$ cat src/rtl/multicycle_controller_if.sv
// Control bundle between the multi-cycle controller and the RISC-V datapath.
// master = controller side, slave = datapath side.
interface multicycle_controller_if #(
    parameter int STATE_W = 4
);
    // Instruction fields and status from the datapath
    logic [6:0]         opcode;
    logic [2:0]         funct3;
    logic               funct7_5;
    logic               zero;

    // Mux selects and enables back into the datapath
    logic               PCWrite;
    logic               AdrSrc;
    logic               MemWrite;
    logic               IRWrite;
    logic [1:0]         ResultSrc;
    logic [1:0]         ALUSrcA;
    logic [1:0]         ALUSrcB;
    logic [1:0]         ImmSrc;
    logic               RegWrite;
    logic [2:0]         ALUControl;
    logic [STATE_W-1:0] state;

    modport master (
        input  opcode, funct3, funct7_5, zero,
        output PCWrite, AdrSrc, MemWrite, IRWrite, ResultSrc, ALUSrcA,
               ALUSrcB, ImmSrc, RegWrite, ALUControl, state
    );

    modport slave (
        output opcode, funct3, funct7_5, zero,
        input  PCWrite, AdrSrc, MemWrite, IRWrite, ResultSrc, ALUSrcA,
               ALUSrcB, ImmSrc, RegWrite, ALUControl, state
    );
endinterface

$ cat src/rtl/multicycle_controller.sv
// Moore sequencing FSM for the multi-cycle RISC-V datapath with embedded ALU and
// immediate decoders. Optional macro BNE_EN adds bne on the beq datapath path.
module multicycle_controller #(
    parameter int STATE_W = 4
) (
    input  logic                   clk,
    input  logic                   reset,
    multicycle_controller_if.master bus
);

    localparam logic [6:0] OP_LW   = 7'b0000011;
    localparam logic [6:0] OP_SW   = 7'b0100011;
    localparam logic [6:0] OP_R    = 7'b0110011;
    localparam logic [6:0] OP_IALU = 7'b0010011;
    localparam logic [6:0] OP_JAL  = 7'b1101111;
    localparam logic [6:0] OP_BEQ  = 7'b1100011;

    typedef enum logic [3:0] {
        S_FETCH    = 4'd0,
        S_DECODE   = 4'd1,
        S_MEMADR   = 4'd2,
        S_MEMREAD  = 4'd3,
        S_MEMWB    = 4'd4,
        S_MEMWRITE = 4'd5,
        S_EXECR    = 4'd6,
        S_ALUWB    = 4'd7,
        S_EXECI    = 4'd8,
        S_JAL      = 4'd9,
        S_BEQ      = 4'd10
    } state_e;

    typedef enum logic [1:0] {
        ALUOP_ADD   = 2'b00,
        ALUOP_SUB   = 2'b01,
        ALUOP_FUNCT = 2'b10
    } alu_op_e;

    typedef enum logic [2:0] {
        ALU_ADD = 3'b000,
        ALU_SUB = 3'b001,
        ALU_AND = 3'b010,
        ALU_OR  = 3'b011,
        ALU_SLT = 3'b101
    } alu_ctrl_e;

    state_e    state_q, state_d;
    alu_op_e   alu_op;
    alu_ctrl_e alu_control;

    logic       pc_update;
    logic       branch;
    logic       branch_cond;
    logic       adr_src;
    logic       mem_write;
    logic       ir_write;
    logic       reg_write;
    logic [1:0] result_src;
    logic [1:0] alu_src_a;
    logic [1:0] alu_src_b;
    logic [1:0] imm_src;

    // NOTE: state registers use non-blocking assignment so every flop samples
    // the pre-edge values; blocking here would create simulation races.
    always_ff @(posedge clk) begin
        if (reset) begin
            state_q <= S_FETCH;
        end else begin
            state_q <= state_d;
        end
    end

    // NOTE: every output is defaulted before the case so no path leaves a
    // variable unassigned, which would otherwise infer a latch.
    always_comb begin
        state_d    = S_FETCH;
        pc_update  = 1'b0;
        branch     = 1'b0;
        adr_src    = 1'b0;
        mem_write  = 1'b0;
        ir_write   = 1'b0;
        reg_write  = 1'b0;
        result_src = 2'b00;
        alu_src_a  = 2'b00;
        alu_src_b  = 2'b00;
        alu_op     = ALUOP_ADD;

        case (state_q)
            S_FETCH: begin
                state_d    = S_DECODE;
                ir_write   = 1'b1;
                alu_src_b  = 2'b10;
                result_src = 2'b10;
                pc_update  = 1'b1;
            end
            S_DECODE: begin
                // ALU precomputes OldPC + imm so a taken branch has its target ready
                alu_src_a = 2'b01;
                alu_src_b = 2'b01;
                case (bus.opcode)
                    OP_LW, OP_SW: state_d = S_MEMADR;
                    OP_R:         state_d = S_EXECR;
                    OP_IALU:      state_d = S_EXECI;
                    OP_JAL:       state_d = S_JAL;
                    OP_BEQ:       state_d = S_BEQ;
                    default:      state_d = S_FETCH;
                endcase
            end
            S_MEMADR: begin
                alu_src_a = 2'b10;
                alu_src_b = 2'b01;
                state_d   = (bus.opcode == OP_SW) ? S_MEMWRITE : S_MEMREAD;
            end
            S_MEMREAD: begin
                adr_src = 1'b1;
                state_d = S_MEMWB;
            end
            S_MEMWB: begin
                result_src = 2'b01;
                reg_write  = 1'b1;
            end
            S_MEMWRITE: begin
                adr_src   = 1'b1;
                mem_write = 1'b1;
            end
            S_EXECR: begin
                alu_src_a = 2'b10;
                alu_op    = ALUOP_FUNCT;
                state_d   = S_ALUWB;
            end
            S_EXECI: begin
                alu_src_a = 2'b10;
                alu_src_b = 2'b01;
                alu_op    = ALUOP_FUNCT;
                state_d   = S_ALUWB;
            end
            S_JAL: begin
                // PC <- branch target from DECODE while ALU forms OldPC + 4 for rd
                alu_src_a = 2'b01;
                alu_src_b = 2'b10;
                pc_update = 1'b1;
                state_d   = S_ALUWB;
            end
            S_ALUWB: begin
                reg_write = 1'b1;
            end
            S_BEQ: begin
                alu_src_a = 2'b10;
                alu_op    = ALUOP_SUB;
                branch    = 1'b1;
            end
            default: state_d = S_FETCH;
        endcase
    end

`ifdef BNE_EN
    assign branch_cond = bus.funct3[0] ? ~bus.zero : bus.zero;
`else
    assign branch_cond = bus.zero;
`endif

    always_comb begin
        alu_control = ALU_ADD;
        case (alu_op)
            ALUOP_ADD: alu_control = ALU_ADD;
            ALUOP_SUB: alu_control = ALU_SUB;
            ALUOP_FUNCT: begin
                case (bus.funct3)
                    // Only R-type (opcode[5]=1) may subtract; addi ignores instr[30]
                    3'b000:  alu_control = (bus.opcode[5] & bus.funct7_5) ? ALU_SUB : ALU_ADD;
                    3'b010:  alu_control = ALU_SLT;
                    3'b110:  alu_control = ALU_OR;
                    3'b111:  alu_control = ALU_AND;
                    default: alu_control = ALU_ADD;
                endcase
            end
            default: alu_control = ALU_ADD;
        endcase
    end

    always_comb begin
        case (bus.opcode)
            OP_SW:   imm_src = 2'b01;
            OP_BEQ:  imm_src = 2'b10;
            OP_JAL:  imm_src = 2'b11;
            default: imm_src = 2'b00;
        endcase
    end

    // Write enables are masked while reset is high so an abandoned instruction
    // cannot commit anything in the reset cycle.
    assign bus.PCWrite    = ~reset & (pc_update | (branch & branch_cond));
    assign bus.IRWrite    = ~reset & ir_write;
    assign bus.RegWrite   = ~reset & reg_write;
    assign bus.MemWrite   = ~reset & mem_write;
    assign bus.AdrSrc     = adr_src;
    assign bus.ResultSrc  = result_src;
    assign bus.ALUSrcA    = alu_src_a;
    assign bus.ALUSrcB    = alu_src_b;
    assign bus.ImmSrc     = imm_src;
    assign bus.ALUControl = alu_control;
    assign bus.state      = STATE_W'(state_q);

endmodule

$ cat src/flat_wrapper.sv
// flat-port wrapper written by rule: the top's interface ports become plain ports
module multicycle_controller_flat 
#(
    parameter int STATE_W = 4
)
  (clk, reset, bus_opcode, bus_funct3, bus_funct7_5, bus_zero, bus_PCWrite, bus_AdrSrc, bus_MemWrite, bus_IRWrite, bus_ResultSrc, bus_ALUSrcA, bus_ALUSrcB, bus_ImmSrc, bus_RegWrite, bus_ALUControl, bus_state);
  multicycle_controller_if #(.STATE_W(STATE_W)) bus_i ();
  input  logic clk;
  input  logic reset;
  input wire logic [$bits(bus_i.opcode)-1:0] bus_opcode;
  input wire logic [$bits(bus_i.funct3)-1:0] bus_funct3;
  input wire logic [$bits(bus_i.funct7_5)-1:0] bus_funct7_5;
  input wire logic [$bits(bus_i.zero)-1:0] bus_zero;
  output wire logic [$bits(bus_i.PCWrite)-1:0] bus_PCWrite;
  output wire logic [$bits(bus_i.AdrSrc)-1:0] bus_AdrSrc;
  output wire logic [$bits(bus_i.MemWrite)-1:0] bus_MemWrite;
  output wire logic [$bits(bus_i.IRWrite)-1:0] bus_IRWrite;
  output wire logic [$bits(bus_i.ResultSrc)-1:0] bus_ResultSrc;
  output wire logic [$bits(bus_i.ALUSrcA)-1:0] bus_ALUSrcA;
  output wire logic [$bits(bus_i.ALUSrcB)-1:0] bus_ALUSrcB;
  output wire logic [$bits(bus_i.ImmSrc)-1:0] bus_ImmSrc;
  output wire logic [$bits(bus_i.RegWrite)-1:0] bus_RegWrite;
  output wire logic [$bits(bus_i.ALUControl)-1:0] bus_ALUControl;
  output wire logic [$bits(bus_i.state)-1:0] bus_state;
  assign bus_i.opcode = bus_opcode;
  assign bus_i.funct3 = bus_funct3;
  assign bus_i.funct7_5 = bus_funct7_5;
  assign bus_i.zero = bus_zero;
  assign bus_PCWrite = bus_i.PCWrite;
  assign bus_AdrSrc = bus_i.AdrSrc;
  assign bus_MemWrite = bus_i.MemWrite;
  assign bus_IRWrite = bus_i.IRWrite;
  assign bus_ResultSrc = bus_i.ResultSrc;
  assign bus_ALUSrcA = bus_i.ALUSrcA;
  assign bus_ALUSrcB = bus_i.ALUSrcB;
  assign bus_ImmSrc = bus_i.ImmSrc;
  assign bus_RegWrite = bus_i.RegWrite;
  assign bus_ALUControl = bus_i.ALUControl;
  assign bus_state = bus_i.state;
  multicycle_controller #(.STATE_W(STATE_W)) u_core (.clk(clk), .reset(reset), .bus(bus_i));
endmodule
$ cat config.mk
export PLATFORM = sky130hd
export DESIGN_NAME = multicycle_controller_flat
export DESIGN_NICKNAME = d
export VERILOG_FILES = /design/src/rtl/multicycle_controller_if.sv /design/src/rtl/multicycle_controller.sv /design/src/flat_wrapper.sv
export SDC_FILE = /design/constraint.sdc
export NUM_CORES = 1
export LEC_CHECK = 0
export CAP_MARGIN = 20
export CELL_PAD_IN_SITES_DETAIL_PLACEMENT = 0
export CELL_PAD_IN_SITES_GLOBAL_PLACEMENT = 1
export CORE_MARGIN = 4
export CORE_UTILIZATION = 30
export CTS_CLUSTER_DIAMETER = 40
export DETAILED_ROUTE_END_ITERATION = 12
export DONT_BUFFER_PORTS = 1
export PLACE_DENSITY = 0.69
export SLEW_MARGIN = 40
export SYNTH_ARGS = -nofsm -noshare
export SYNTH_HDL_FRONTEND = slang
export SYNTH_SLANG_ARGS = --single-unit
export TNS_END_PERCENT = 20
$ cat constraint.sdc
create_clock -name clk -period 4.1 [get_ports clk]
set_input_delay 0 -clock clk [delete_from_list [all_inputs] [get_ports clk]]
set_output_delay 0 -clock clk [all_outputs]
set_load 0.005 [all_outputs]
==> results by group <==
Worst setup path
  – Critical path class: reg -> out
  – Worst Path Required: between 4 and 5 ns
  – Slowest cell delay on critical path: around 0.6 ns
  – Top delay family on crit path: simple AND/OR/NAND/NOR gates
  – Worst-path fanout max: 14
  – Crit end category: output pin
  – Worst setup SP type: flip-flop
  – CP bufs+invs: 1
  – Cell chain of the critical path: nand2b_1 > nor3_1 > inv_1 > ha_1 > nor4_1
  – CP max-delay cell: dfxtp_1
  – Worst path arrival time: around 2.1 ns

Detailed routing
  – DR pass1 iterations: 4
  – Antenna viol nets, final: 0
  – Drt initial violations: 8
  – Final wirelength: between 1000 and 1500 um
  – DRC violations left: 0
  – DR vias: around 570
  – Routed length per instance: around 15 um
  – Via density: between 5 and 6

Clock tree
  – Setup repair bufs after CTS: 0
  – CTS tree: built
  – Hold Buf Count CTS: 6
  – CTS max path bufs: 2
  – Clk slew on worst S/H paths: ~0.040 ns
  – Worst skew pair latency: roughly 0.24 ns
  – CTS Buf Count: 3
  – Root buf cell: clkbuf_4
  – Clock Sinks: 4
  – PostCTS Resize Cnt: 0
  – H-tree levels: 1

Synth
  – Average size of a mapped cell: 6.67 um^2
  – Synth unique cells: 31
  – Mapped Nets: 91
  – Top area cells in the synthesized netlist: dfxtp_1, nand2_1, nor2_1
  – Ys Warns: 0
  – Number of flops mapped to enable cells by yosys: 0
  – Cells after synthesis: 75
  – Largest area contributor in the netlist: dfxtp_1
  – Yosys reg bits: 4
  – FFs w/ async S/R, synth: 0%
  – Synth Cell Area: approximately 500 um^2
  – Synth top area share: between 10% and 20%
  – Seq/Total Area, Yosys: approximately 16%
  – Commonest register cell after synthesis: dfxtp_1

Timing
  – Normalized max-slew margin: a little over three fifths
  – Final Critical Period: ~2.1 ns
  – Fin Setup TNS: 0 ns
  – Worst Max-Slew Pin Slew: roughly 0.56 ns
  – Fin. max-slew vios: 0
  – F_max: ~470 MHz
  – Period utilization: 52.1%
  – Final Skew: approximately 0.0046 ns
  – Final setup viols: 0
  – Hold Violations, Final: 0
  – Unrepaired setup endpoints after global routing: false

Floorplanning
  – # IOs: 34
  – Chip width: between 40 and 50 um
  – Die Y: 48.8 um
  – Initial Util: between 30% and 40%
  – Area of the core: around 0.0015 mm^2
  – Row cnt: 14
  – Total Die Area: around 0.0024 mm^2

Global routing
  – Initial antenna violation count: 0
  – Number of global-route vias before repair: 518
  – Remaining global-route overflow: 0
  – Largest net degree at the start of global routing: 17
  – First-pass GRT wire length: 2380 um
  – Total global-route track usage: 12.4%

Power
  – Max rail drop VDD: about 0.00016 V
  – Pwr/cell area: between 200 and 250 mW/mm^2
  – Power Total: about 0.12 mW
  – LEAKAGE: 0.223 nW

Placed design
  – PortBufs: 0
  – Placer Congestion: between 0.7 and 0.8
  – DP HPWL: roughly 1100 um

Status
  – Status: complete, no violations

Finish
  – Layout cells sized above 1: under 10%
  – Number of flip-flops in the largest register: 4
  – # nets final: 98
  – Layout overhead on the synthesized area: 15.5%
  – Area of the multi-input gates: approximately 370 um^2
  – Fillcell total: 182
  – FF/Latch Area: about 80 um^2
  – Diodes inserted: 0

Min path
  – Worst min-delay path category: in -> out

Flow run
  – Max-Cap Viols: 0
[worst paths after layout]
path	start	endpoint	slack (ns)	cells after the start
worst max-delay path	u_core.bus.state[1]$_SDFF_PP0_	bus_ALUControl[2]	1.96	5
worst max register to register	u_core.bus.state[1]$_SDFF_PP0_	u_core.bus.state[0]$_SDFF_PP0_	2.05	5
worst min-delay path	reset	bus_PCWrite	0.03	1
worst min register to register	u_core.bus.state[1]$_SDFF_PP0_	u_core.bus.state[2]$_SDFF_PP0_	0.72	2
[cell usage after synthesis (all sizes together), types with 2 or more instances]
cell and instances:
nand2 9, nor2 9, inv 6, nor3 6, buf 4, dfxtp 4
nand3 4, a21oi 3, a31oi 3, xor2 3, a211oi 2, ha 2
nand2b 2, nor4 2
[logic make-up (layout without fill, tap and decap cells)]
| group | after synthesis | after routing | synth area share, % |
|---|---|---|---|
| compound gates | 15 | 15 | 21.2 |
| xor+xnor | 4 | 4 | 7.00 |
| buf+inv | 10 | 15 | 9.50 |
| simple gates | 40 | 40 | 41.3 |
| flops | 4 | 4 | 16.0 |
| fa+ha+maj | 2 | 2 | 5.00 |
[through the flow]
step	hold WS [ns]	cell area, um^2	util, %	instances	setup WS [ns]
2_1_floorplan	0.0311	500	-	75	2.58
3_3_place_gp	0.0366	495	32.1	87	2.28
3_5_place_dp	0.0350	495	32.1	87	2.20
4_1_cts	0.0348	578	37.5	96	1.94
5_1_grt	0.0359	578	37.5	96	1.67
6_report	0.0333	578	37.5	96	1.96
[placed cells by master (no fill, tap or decap)]
master         n
nand3_1        4
a31oi_1        3
a221o_1        1
nor2b_1        1
nor4bb_1       1
dlygate4sd3_1  6
and4bb_2       1
nand3b_1       1
nand2_1        9
or4_1          1
ha_1           2
nor3_1         6
inv_1          6
xnor2_1        1
nor2_1         9
o21bai_1       1
nand2b_1       2
or3_1          1
o21ai_0        1
a41o_2         1
clkbuf_4       3
nor3b_1        1
o211ai_1       1
a311oi_1       1
a21boi_0       1
a211oi_1       2
xor2_1         3
and3_1         1
a21oi_1        3
dfxtp_1        4
nor4_1         2
[layer usage]
metal | track usage (%) | routed length, um | vias up
met4 | 5.38 | 7 | 0
li1 | - | - | 281
met3 | 4.59 | 137 | 2
met5 | 0 | 0 | -
met1 | 16.4 | 682 | 257
met2 | 17.6 | 635 | 26
[final cells by class]
type,count,share of cell area [%]
Multi-Input combinational cell,61,64.5
Sequential cell,4,13.9
Timing Repair Buffer,6,10.4
Clock buffer,3,3.90
Inverter,6,3.90
Tap cell,16,3.46
[power by group]
part | internal [mW] | switching, mW
clock network | 0.0329 | 0.0188
registers | 0.0402 | 0.00424
logic | 0.0111 | 0.0102
total | 0.0842 | 0.0332
No activity file was read; power rests on OpenSTA's default activity.
